## src/rtl/bcd_digit_sequencer.sv

```systemverilog
// ---------------------------------------------------------------------------
// bcd_digit_sequencer
//
// Purpose:
//   Latches a packed-BCD word and a digit count, then presents the digits to
//   the VGA character renderer one at a time, most significant first, over a
//   valid/ready handshake. Owning the digit counter here keeps the number
//   storage block purely combinational.
//
// Optional feature (compile-time macro):
//   LEADING_ZERO_BLANK_EN - when defined, leading zero digits (except the
//   k=0 digit) are shown as BLANK_CODE until the first nonzero digit has
//   been sent. When undefined, every digit is shown as stored.
//
// Ports:
//   clk          in   1    system clock, all logic on posedge
//   rst          in   1    synchronous active-high reset
//   num_in       in   4*N  packed BCD word, digit k = num_in[4k+3:4k]
//   num_len      in   4    number of low-order digits to send (clamped to N)
//   start        in   1    request a sequence, sampled only when idle
//   abort        in   1    cancel the current sequence
//   digit_ready  in   1    renderer accepts the presented digit
//   digit_valid  out  1    digit_out/digit_idx/digit_last are valid
//   digit_out    out  4    current digit code
//   digit_idx    out  4    index k of the current digit
//   digit_last   out  1    current digit is k=0
//   busy         out  1    a sequence is in progress
//   done         out  1    one-cycle pulse after the last digit is accepted
//   err          out  1    sticky: length clamped or non-BCD nibble seen
// ---------------------------------------------------------------------------
module bcd_digit_sequencer #(
    parameter int         NUM_DIGITS = 10,
    parameter logic [3:0] BLANK_CODE = 4'hF,
    parameter logic [3:0] BAD_CODE   = 4'hE
) (
    input  logic                    clk,
    input  logic                    rst,
    input  logic [4*NUM_DIGITS-1:0] num_in,
    input  logic [3:0]              num_len,
    input  logic                    start,
    input  logic                    abort,
    input  logic                    digit_ready,
    output logic                    digit_valid,
    output logic [3:0]              digit_out,
    output logic [3:0]              digit_idx,
    output logic                    digit_last,
    output logic                    busy,
    output logic                    done,
    output logic                    err
);

    localparam int         WORD_W  = 4 * NUM_DIGITS;
    localparam logic [3:0] MAX_LEN = 4'(NUM_DIGITS);

    typedef enum logic [1:0] {
        IDLE,
        SEND,
        DONE
    } state_t;

    state_t              state_q, state_d;
    logic [WORD_W-1:0]   word_q, word_d;
    logic [3:0]          idx_q, idx_d;
    logic                err_q, err_d;

    logic [3:0]          rawDigit;
    logic                isBad;
    logic                blankThis;
    logic [3:0]          digitCode;
    logic [3:0]          lenClamped;
    logic                lenTooBig;

`ifdef LEADING_ZERO_BLANK_EN
    // Set at the start of each sequence; stays set while only zeros have
    // been accepted by the renderer.
    logic                supp_q, supp_d;
`endif

    // Select the nibble addressed by the digit counter. The counter is kept
    // below NUM_DIGITS by the clamp at latch time, so no out-of-range read.
    always_comb begin
        rawDigit = 4'h0;
        for (int k = 0; k < NUM_DIGITS; k++) begin
            if (idx_q == 4'(k)) begin
                rawDigit = word_q[4*k +: 4];
            end
        end
    end

    // Map the raw nibble to the code shown on screen: non-BCD nibbles become
    // BAD_CODE, suppressed leading zeros become BLANK_CODE.
    always_comb begin
        isBad = (rawDigit > 4'd9);
`ifdef LEADING_ZERO_BLANK_EN
        blankThis = supp_q && (rawDigit == 4'h0) && (idx_q != 4'd0);
`else
        blankThis = 1'b0;
`endif
        if (isBad) begin
            digitCode = BAD_CODE;
        end else if (blankThis) begin
            digitCode = BLANK_CODE;
        end else begin
            digitCode = rawDigit;
        end
    end

    // Length requested by the storage block, limited to the word size.
    always_comb begin
        lenTooBig  = (num_len > MAX_LEN);
        lenClamped = lenTooBig ? MAX_LEN : num_len;
    end

    // Next-state logic. Abort beats a same-cycle handshake; start is only
    // looked at while idle, so abort has no meaning there and start wins.
    always_comb begin
        state_d = state_q;
        word_d  = word_q;
        idx_d   = idx_q;
        err_d   = err_q;
`ifdef LEADING_ZERO_BLANK_EN
        supp_d  = supp_q;
`endif
        case (state_q)
            IDLE: begin
                if (start) begin
                    word_d = num_in;
                    err_d  = lenTooBig;
`ifdef LEADING_ZERO_BLANK_EN
                    supp_d = 1'b1;
`endif
                    if (lenClamped == 4'd0) begin
                        idx_d   = 4'd0;
                        state_d = DONE;
                    end else begin
                        idx_d   = lenClamped - 4'd1;
                        state_d = SEND;
                    end
                end
            end
            SEND: begin
                if (isBad) begin
                    err_d = 1'b1;
                end
                if (abort) begin
                    state_d = IDLE;
                end else if (digit_ready) begin
`ifdef LEADING_ZERO_BLANK_EN
                    if (rawDigit != 4'h0) begin
                        supp_d = 1'b0;
                    end
`endif
                    if (idx_q == 4'd0) begin
                        state_d = DONE;
                    end else begin
                        idx_d = idx_q - 4'd1;
                    end
                end
            end
            DONE: begin
                state_d = IDLE;
            end
            default: begin
                state_d = IDLE;
            end
        endcase
    end

    // State and datapath registers with synchronous reset.
    always_ff @(posedge clk) begin
        if (rst) begin
            state_q <= IDLE;
            word_q  <= '0;
            idx_q   <= 4'd0;
            err_q   <= 1'b0;
`ifdef LEADING_ZERO_BLANK_EN
            supp_q  <= 1'b0;
`endif
        end else begin
            state_q <= state_d;
            word_q  <= word_d;
            idx_q   <= idx_d;
            err_q   <= err_d;
`ifdef LEADING_ZERO_BLANK_EN
            supp_q  <= supp_d;
`endif
        end
    end

    // Digit outputs are forced to zero outside SEND so an idle sequencer
    // drives a clean all-zero bus.
    assign digit_valid = (state_q == SEND);
    assign digit_out   = digit_valid ? digitCode : 4'h0;
    assign digit_idx   = digit_valid ? idx_q : 4'd0;
    assign digit_last  = digit_valid && (idx_q == 4'd0);
    assign busy        = (state_q != IDLE);
    assign done        = (state_q == DONE);
    assign err         = err_q;

endmodule
```

## config.mk

```make
export PLATFORM = sky130hd
export DESIGN_NAME = bcd_digit_sequencer
export DESIGN_NICKNAME = d
export VERILOG_FILES = /design/src/rtl/bcd_digit_sequencer.sv
export SDC_FILE = /design/constraint.sdc
export NUM_CORES = 1
export LEC_CHECK = 0
export ABC_AREA = 1
export BUFFER_PORTS_ARGS = -buffer_cell sky130_fd_sc_hd__buf_2
export CAP_MARGIN = 20
export CORE_MARGIN = 3
export CORE_UTILIZATION = 40
export DETAILED_ROUTE_END_ITERATION = 10
export GPL_TIMING_DRIVEN = 0
export PLACE_DENSITY_LB_ADDON = 0.08
export SETUP_SLACK_MARGIN = 0.2
export SLEW_MARGIN = 0
export SYNTH_ARGS = -nofsm -noshare
export SYNTH_HDL_FRONTEND = slang
export SYNTH_SLANG_ARGS = --single-unit
```

## constraint.sdc

```tcl
create_clock -name clk -period 6.2 [get_ports clk]
set_input_delay 1.86 -clock clk [delete_from_list [all_inputs] [get_ports clk]]
set_output_delay 1.86 -clock clk [all_outputs]
set_load 0.02 [all_outputs]
```

==> impl_metrics.env, run 1 <==
export IMPL_hold_viol_final=0
export IMPL_rows=27
export IMPL_core_area_mm2=0.005709
export IMPL_hpwlAfterDp_um=4938
export IMPL_grt_pass1_vias=2392
export IMPL_grt_pass1_wl_um=11070
export IMPL_clock_sinks=47
export IMPL_avgSynthCellArea_um2=6.549
export IMPL_cts_htree_levels=2
export IMPL_yosysUniqueCellTypes=31
export IMPL_critPathSlowestCell="ha_1"
export IMPL_yosysSeqAreaShare=0.3862
export IMPL_slew_headroom=0.5971
export IMPL_skew_ps=5.495
export IMPL_drive_gt1_frac=0.1973
export IMPL_drtIter0Drc=189
export IMPL_dp_slack_ps=2112
export IMPL_hold_depth=2
export IMPL_dp_cells=505
export IMPL_numCtsBuffers=5
export IMPL_ant_nets=0
export IMPL_post_cts_resized=0
export IMPL_die_x_um=84.04
export IMPL_drt_total_wl_um=6474
export IMPL_ff2ff_setup_slack_ps=3970
export IMPL_die_y_um=84.04
export IMPL_p_leak_uw=0.001455
export IMPL_r2r_worst_path_cells=17
export IMPL_finalWorstSetupSlack_ps=1730
export IMPL_rsz0062_at_grt="no"
export IMPL_holdPathEnd="word_q[16]"
export IMPL_fmax_mhz=223.7
export IMPL_synth_seq_cells=47
export IMPL_path_cells="inv_1 > ha_1 > inv_1 > nand4_1 > nand3_1 > nand2_1 > nand3_1 > nand2_1 > nand2_1 > nand2_1 > nand2_1 > nand2_1 > nand3_2 > nand2_2 > nand2_2 > a21oi_2 > buf_2"
export IMPL_post_synth_top_area_cell="dfxtp_1"
export IMPL_dr_total_vias=2493
export IMPL_antenna_found_initial=0
export IMPL_drc=0
export IMPL_startpoint_type="flop"
export IMPL_dr_pass1_iters=4
export IMPL_yosysWarnings=0
export IMPL_initial_utilization=0.4267
export IMPL_syn_to_final_growth_pct=21.67
export IMPL_pin_count=62
export IMPL_critPathMaxFanout=7
export IMPL_cts_root_buf="clkbuf_8"
export IMPL_dieArea_mm2=0.007063
export IMPL_worst_r2r_endpoint="err"
export IMPL_grt_overflow=0
export IMPL_cpPeakStageDelay_ps=360
export IMPL_status="completed"
export IMPL_fin_util=0.5192
export IMPL_placed_cell_area_mm2=0.002831
export IMPL_synth_top_area_share=0.3862
export IMPL_gp_congestion=0.8609
export IMPL_report_final_setup_viol=0
export IMPL_design_area_mm2=0.002964
export IMPL_cellPowerDensity_mw_per_mm2=278.7
export IMPL_slew_viol_final=0
export IMPL_cts_max_path_buffers=2
export IMPL_hp_class="flop to flop"
export IMPL_cts_setup_buffers=0
export IMPL_synth_area_leaders="dfxtp_1, nor2_1, o21ai_0"
export IMPL_wl_per_cell_um=12.62
export IMPL_worst_setup_path_end_kind="primary output"
export IMPL_cp_common_cell="nand2_1"
export IMPL_path_class="flop to primary output"
export IMPL_final_cells=513
export IMPL_r2r_start="idx_q[1]"
export IMPL_fin_nets=493
export IMPL_clk_pin_slew_worst_paths_ps=90
export IMPL_tns_ps=0
export IMPL_n_antenna_cell=0
export IMPL_tightest_slew_ps=604.4
export IMPL_synth_nets=425
export IMPL_finalCritPeriodShare=0.7210
export IMPL_fin_crit_ps=4470
export IMPL_cts_tree="built"
export IMPL_synthCells=372
export IMPL_ir_drop_uv=120.5
export IMPL_grt_max_degree=15
export IMPL_synth_cell_area_mm2=0.002436
export IMPL_vias_per_cell=4.860
export IMPL_clkLatencyLatePin_ps=300
export IMPL_worstPathRequired_ps=4340
export IMPL_hp_start="word_q[16]"
export IMPL_arrival_ps=2610
export IMPL_drv_cap=0
export IMPL_portBuffers=61
export IMPL_hold_buffers=0
export IMPL_grt_usage=0.1898
layout make-up:
cell class,count,area [µm²]
fill,621,2745
sequential,47,940.9
buffer,15,71.32
tap,72,90.09
inverter,38,143.9
clock buffer,6,72.57
clock inverter,2,60.06
multi-input combinational,272,1280
timing repair buffer,61,305.3
critical path: cells and delay by family, from the launching register on:
| kind | cells | cell delay [ps] |
|---|---|---|
| DFF | 1 | 350 |
| AOI/OAI and AO/OA | 1 | 140 |
| buffers and inverters | 3 | 490 |
| adders and majority gates | 1 | 360 |
| and+or+nand+nor | 12 | 960 |
cell usage in the layout, fill, tap and decap left out:
cell type and instances:
nor2_1 103, buf_2 61, nand2_1 50, o21ai_0 50, dfxtp_1 47, inv_1 34, nand3_1 18, a21oi_1 15
clkbuf_1 12, nand2_2 6, clkbuf_8 5, ha_1 4, nand3_2 3, o22ai_1 3, buf_6 2, nand4_1 2
or2_2 2, o211ai_1 2, nand3b_1 2, clkinv_1 2, a21oi_2 2, a31oi_1 2, buf_1 2, bufinv_16 2
nor2_4 1, or2_0 1, clkinv_2 1, inv_2 1, nor3_4 1, a21o_1 1, o21ai_1 1, xor2_1 1
nor3_1 1, o32ai_1 1
report_power, final:
group	total, µW	leakage [µW]	internal (µW)	switching (µW)
clock network	265	0.0000654	161	104
registers	347	0.000390	332	16.0
logic	214	0.00100	76.0	138
total	826	0.00145	569	257
worst max path at each step:
stage / start / endpoint / slack, ps / cells past startpoint
2_1_floorplan: idx_q[1] / digit_out[2] / 2510 / 15
3_3_place_gp: idx_q[1] / digit_out[0] / 2110 / 17
3_5_place_dp: idx_q[1] / digit_out[0] / 2110 / 17
4_1_cts: idx_q[1] / digit_out[0] / 1750 / 17
5_1_grt: idx_q[1] / digit_out[0] / 1470 / 17
6_report: idx_q[1] / digit_out[0] / 1730 / 17
synthesized netlist by cell type (all sizes together):
| cell type | number |
|---|---|
| a21o | 1 |
| nand3 | 21 |
| or2 | 3 |
| inv | 35 |
| nand2 | 56 |
| o22ai | 3 |
| nand4 | 2 |
| nand3b | 2 |
| nor3 | 2 |
| xor2 | 1 |
| clkinv | 3 |
| o32ai | 1 |
| ha | 4 |
| clkbuf | 11 |
| o21ai | 51 |
| a21oi | 17 |
| o211ai | 2 |
| a31oi | 2 |
| dfxtp | 47 |
| nor2 | 104 |
| buf | 4 |
layer usage:
metal,wire (µm),track usage
met4,110,0.05702
met3,377,0.03258
met2,2707,0.2927
met5,0,0
met1,3278,0.2687
cells by family (layout without fill, tap and decap cells):
group / count (synthesis) / after routing / synth area share
fa+ha+maj: 4 / 4 / 0.02055
compound gates: 77 / 77 / 0.1685
simple gates: 190 / 190 / 0.3328
xor+xnor: 1 / 1 / 0.003596
flops: 47 / 47 / 0.3862
buf+inv: 53 / 122 / 0.08834
state kept, by name (all words and copies together), names as in the netlist:
name and flops:
idx_q 4, err 1, state_q 2, word_q 40
metrics by stage:
step           power, µW  hold slack (ps)
2_1_floorplan      501.7            424.6
3_3_place_gp       565.3            440.8
3_5_place_dp       567.0            446.8
4_1_cts            831.2            462.2
5_1_grt            879.0            483.0
6_report           826.1            457.9
(Power assumes the default switching activity.)
==> inputs of run 2 (changes only) <==
==> constraint.sdc (replaced) <==
create_clock -name clk -period 3.77 [get_ports clk]
set_input_delay 1.131 -clock clk [delete_from_list [all_inputs] [get_ports clk]]
set_output_delay 1.131 -clock clk [all_outputs]
set_load 0.02 [all_outputs]
==> run 2 against run 1 <==
Sequential cell count did not move. Sequential power rose by 66%. Count of clock-buffer cells in the layout unchanged. Register-to-register slack got worse by 2200 ps. Worst setup slack got worse by 1400 ps.
==> impl_metrics.env, run 2 (same netlist as run 1, synthesis figures left out) <==
export IMPL_status="completed"
export IMPL_hpwlAfterDp_um=4938
export IMPL_drt_total_wl_um=6583
export IMPL_vias_per_cell=4.847
export IMPL_critPathMaxFanout=8
export IMPL_design_area_mm2=0.003104
export IMPL_clkLatencyLatePin_ps=300
export IMPL_top_register="word_q"
export IMPL_fin_util=0.5437
export IMPL_cts_root_buf="clkbuf_8"
export IMPL_cpPeakStageDelay_ps=360
export IMPL_wl_per_cell_um=12.71
export IMPL_ir_drop_uv=208.1
export IMPL_drc=0
export IMPL_hp_class="flop to flop"
export IMPL_worst_r2r_endpoint="err"
export IMPL_grt_usage=0.1900
export IMPL_path_cells="inv_2 > ha_4 > nand3_4 > or2_2 > nand2_1 > nand2_1 > nand2_1 > nand3_2 > nand2_2 > nand3_2 > nand2_4 > nand2_4 > a21oi_4 > buf_6"
export IMPL_crit_start="idx_q[1]"
export IMPL_cts_tree="built"
export IMPL_finalCritPeriodShare=0.9099
export IMPL_report_final_setup_viol=0
export IMPL_syn_to_final_growth_pct=27.43
export IMPL_slew_headroom=0.6243
export IMPL_r2r_start="idx_q[1]"
export IMPL_cp_common_cell="nand2_1"
export IMPL_dr_pass1_iters=4
export IMPL_grt_pass1_wl_um=11070
export IMPL_hold_slack_ps=457.4
export IMPL_cts_max_path_buffers=2
export IMPL_gp_congestion=0.8609
export IMPL_crit_path_end="digit_out[0]"
export IMPL_startpoint_type="flop"
export IMPL_clk_pin_slew_worst_paths_ps=90
export IMPL_ant_nets=0
export IMPL_grt_max_degree=15
export IMPL_rows=27
export IMPL_fin_crit_ps=3430
export IMPL_die_x_um=84.04
export IMPL_n_antenna_cell=0
export IMPL_fmax_mhz=291.5
export IMPL_dr_total_vias=2511
export IMPL_dieArea_mm2=0.007063
export IMPL_cts_htree_levels=2
export IMPL_reg_top3="word_q x40, idx_q x4, state_q x2"
export IMPL_r2r_worst_path_cells=14
export IMPL_critPathSlowestCell="dfxtp_2"
export IMPL_layout_commonest_cell="nor2_1"
export IMPL_path_class="flop to primary output"
export IMPL_cellPowerDensity_mw_per_mm2=453.8
export IMPL_arrival_ps=2300
export IMPL_antenna_found_initial=0
export IMPL_clock_sinks=47
export IMPL_worstPathRequired_ps=2640
export IMPL_grt_overflow=0
export IMPL_p_leak_uw=0.001499
export IMPL_drv_cap=0
export IMPL_hold_viol_final=0
export IMPL_portBuffers=61
export IMPL_drive_gt1_frac=0.2377
export IMPL_worst_setup_path_end_kind="primary output"
export IMPL_numCtsBuffers=5
export IMPL_pin_count=62
export IMPL_initial_utilization=0.4267
export IMPL_slew_viol_final=0
export IMPL_largest_reg_flops=40
export IMPL_rsz0062_at_grt="yes"
export IMPL_placed_cell_area_mm2=0.002831
export IMPL_tns_ps=0
export IMPL_core_area_mm2=0.005709
export IMPL_drtIter0Drc=179
export IMPL_skew_ps=6.619
export IMPL_die_y_um=84.04
export IMPL_grt_pass1_vias=2390
export IMPL_fin_nets=498
export IMPL_tightest_slew_ps=561.5
export IMPL_ff2ff_setup_slack_ps=1820
export IMPL_layout_common_cells="nor2_1, buf_2, nand2_1, o21ai_0, dfxtp_1"
run 2: metal layers:
metal,part of all wire,global-route usage
met5,0,0
met4,0.014,0.05702
met3,0.039,0.03258
met2,0.43,0.2927
met1,0.51,0.2693
run 2: power by group:
group | total [µW] | switching [µW] | internal (µW)
sequential | 575 | 28.7 | 546
combinational | 397 | 247 | 150
clock | 436 | 171 | 265
total | 1410 | 447 | 962
run 2: worst max-delay path: cells and delay by family (launching register included):
kind / cells / cell delay, ps
buf+inv: 2 / 250
flops: 1 / 360
simple gates: 10 / 1030
compound gates: 1 / 150
fa+ha+maj: 1 / 210
run 2: stage by stage:
stage	instances	worst slack, ps	power, µW
floorplan	372	807.7	825.0
detailed placement	505	411.4	932.4
finish	518	339.7	1409
global route	518	184.7	1495
global placement	505	413.2	929.6
CTS	514	221.7	1379
run 2: how the worst min path moves through the flow:
stage	startpoint	endpoint	slack (ps)	cells after the start
floorplan	word_q[16]	word_q[16]	420	2
global placement	word_q[37]	word_q[37]	440	2
detailed placement	word_q[16]	word_q[16]	450	2
CTS	word_q[16]	word_q[16]	460	2
global route	err	err	480	2
finish	word_q[16]	word_q[16]	460	2
run 2: timing repair:
action,CTS,global route
pin swaps,0,2
hold buffers,0,0
endpoints found under the setup margin,3,3
resized for setup,8,21
buffers inserted,1,4
run 2: area by class of cell:
| type | count | area [µm²] |
|---|---|---|
| multi-input combinational | 272 | 1363 |
| tap | 72 | 90.09 |
| buffer | 15 | 71.32 |
| inverter | 38 | 146.4 |
| clock inverter | 2 | 60.06 |
| timing repair buffer | 66 | 354.1 |
| fill | 605 | 2605 |
| sequential | 47 | 947.2 |
| clock buffer | 6 | 72.57 |
==> inputs of run 3 (changes only) <==
--- a/config.mk
+++ b/config.mk
@@ -9,7 +9,7 @@
 export BUFFER_PORTS_ARGS = -buffer_cell sky130_fd_sc_hd__buf_2
 export CAP_MARGIN = 20
 export CORE_MARGIN = 3
-export CORE_UTILIZATION = 40
+export CORE_UTILIZATION = 48
 export DETAILED_ROUTE_END_ITERATION = 10
 export GPL_TIMING_DRIVEN = 0
 export PLACE_DENSITY_LB_ADDON = 0.08
==> run 3 against run 2 <==
First-iteration DRC count fell by 37%. Sequential cell count did not move. Clock skew is 1.3 ps lower. Critical path type unchanged. Critical endpoint unchanged.
==> impl_metrics.env, run 3 (same netlist as run 1, synthesis figures left out) <==
export IMPL_portBuffers=61
export IMPL_pin_count=62
export IMPL_cts_htree_levels=2
export IMPL_vias_per_cell=4.875
export IMPL_r2r_start="idx_q[1]"
export IMPL_hp_start="err"
export IMPL_clock_sinks=47
export IMPL_cts_root_buf="clkbuf_8"
export IMPL_drt_total_wl_um=6366
export IMPL_arrival_ps=2300
export IMPL_startpoint_type="flop"
export IMPL_syn_to_final_growth_pct=23.99
export IMPL_dr_total_vias=2491
export IMPL_cpPeakStageDelay_ps=380
export IMPL_crit_start="idx_q[1]"
export IMPL_tns_ps=0
export IMPL_ant_nets=0
export IMPL_crit_family="simple AND/OR/NAND/NOR gates"
export IMPL_path_class="flop to primary output"
export IMPL_clk_pin_slew_worst_paths_ps=90
export IMPL_slew_viol_final=0
export IMPL_dieArea_mm2=0.005966
export IMPL_antenna_found_initial=0
export IMPL_grt_max_degree=17
export IMPL_reg_top3="word_q x40, idx_q x4, state_q x2"
export IMPL_path_buf_inv=2
export IMPL_worstPathRequired_ps=2640
export IMPL_status="completed"
export IMPL_rsz0062_at_grt="no"
export IMPL_dp_cells=500
export IMPL_fin_crit_ps=3432
export IMPL_tightest_slew_ps=546.7
export IMPL_layout_common_cells="nor2_1, buf_2, nand2_1, o21ai_0, dfxtp_1"
export IMPL_die_x_um=77.24
export IMPL_crit_cells=14
export IMPL_slew_headroom=0.6342
export IMPL_hold_slack_ps=457.3
export IMPL_die_y_um=77.24
export IMPL_n_fill_cell=496
export IMPL_hp_class="flop to flop"
export IMPL_clkLatencyLatePin_ps=300
export IMPL_n_antenna_cell=0
export IMPL_ir_drop_uv=248.9
export IMPL_finalCritPeriodShare=0.9104
export IMPL_rows=25
export IMPL_dr_pass1_iters=4
export IMPL_wl_per_cell_um=12.46
export IMPL_initial_utilization=0.5057
export IMPL_grt_overflow=0
export IMPL_critPathSlowestCell="dfxtp_4"
export IMPL_critPathMaxFanout=8
export IMPL_worst_setup_path_end_kind="primary output"
export IMPL_crit_path_end="digit_out[0]"
export IMPL_hold_buffers=0
export IMPL_r2r_worst_path_cells=14
export IMPL_drtIter0Drc=113
export IMPL_core_area_mm2=0.004817
export IMPL_ff2ff_setup_slack_ps=1820
export IMPL_fin_nets=496
export IMPL_hold_viol_final=0
export IMPL_skew_ps=5.323
export IMPL_p_leak_uw=0.001466
export IMPL_top_register="word_q"
export IMPL_grt_pass1_wl_um=10500
export IMPL_drc=0
export IMPL_report_final_setup_viol=0
export IMPL_cts_tree="built"
export IMPL_numCtsBuffers=5
export IMPL_drive_gt1_frac=0.2297
export IMPL_layout_commonest_cell="nor2_1"
export IMPL_worst_r2r_endpoint="err"
export IMPL_gp_congestion=0.8656
export IMPL_largest_reg_flops=40
export IMPL_cellPowerDensity_mw_per_mm2=440.0
export IMPL_drv_cap=0
export IMPL_grt_usage=0.2168
export IMPL_hpwlAfterDp_um=4696
export IMPL_grt_pass1_vias=2279
export IMPL_fmax_mhz=291.3
export IMPL_path_cells="inv_4 > ha_4 > nand3_2 > or2_2 > nand2_1 > nand2_1 > nand2_1 > nand3_2 > nand2_2 > nand3_2 > nand2_2 > nand2_2 > a21oi_2 > buf_4"
export IMPL_final_cells=511
export IMPL_cts_max_path_buffers=2
## run 3: stage by stage
step | instance area, µm² | util | total power [µW] | setup slack, ps
6_report | 3020 | 0.6270 | 1329 | 337.7
4_1_cts | 2977 | 0.6179 | 1318 | 216.3
2_1_floorplan | 2436 | - | 825.0 | 807.7
3_5_place_dp | 2825 | 0.5865 | 928.1 | 450.7
5_1_grt | 3020 | 0.6270 | 1420 | 198.1
3_3_place_gp | 2825 | 0.5865 | 923.7 | 452.2
## run 3: worst min-delay path by stage
stage                       to  slack, ps  cells after the start
global placement    word_q[16]        440                      2
detailed placement   word_q[1]        450                      2
floorplan           word_q[16]        420                      2
global route        word_q[16]        490                      2
finish                     err        460                      2
CTS                        err        460                      2
## run 3: power by group
group          switching, µW  leakage (µW)  internal, µW
Combinational            232       0.00102           140
Sequential              30.0      0.000391           546
Clock                    180     0.0000587           201
Total                    443       0.00147           886
## run 3: layout make-up
cell class	instances	area (µm²)	area share
plain buffers	15	71.32	0.02361
clock buffers	5	68.82	0.02278
clock inverters	3	47.55	0.01574
inverters	38	148.9	0.04930
multi-input cells	272	1326	0.4391
flip-flops and latches	47	945.9	0.3132
well taps	67	83.83	0.02775
repair buffers	64	327.8	0.1085
## run 3: repair_timing
action,4_1_cts,5_1_grt
pin swaps,0,0
setup buffers,1,1
gates cloned,0,1
gates resized for setup,6,14
setup endpoints to repair,3,3
## run 3: tightest hold or removal path, delay by kind of cell, from the launching register on
kind / cells / cell delay (ps)
compound gates: 1 / 50
flops: 1 / 320
buf+inv: 1 / 60
## run 3: routing by layer
metal | track usage | wire (µm) | vias to the layer above
met5 | 0 | 0 | -
met4 | 0.06406 | 89 | 0
met3 | 0.03873 | 271 | 9
met2 | 0.3411 | 2834 | 53
met1 | 0.3017 | 3171 | 1095
li1 | - | - | 1334
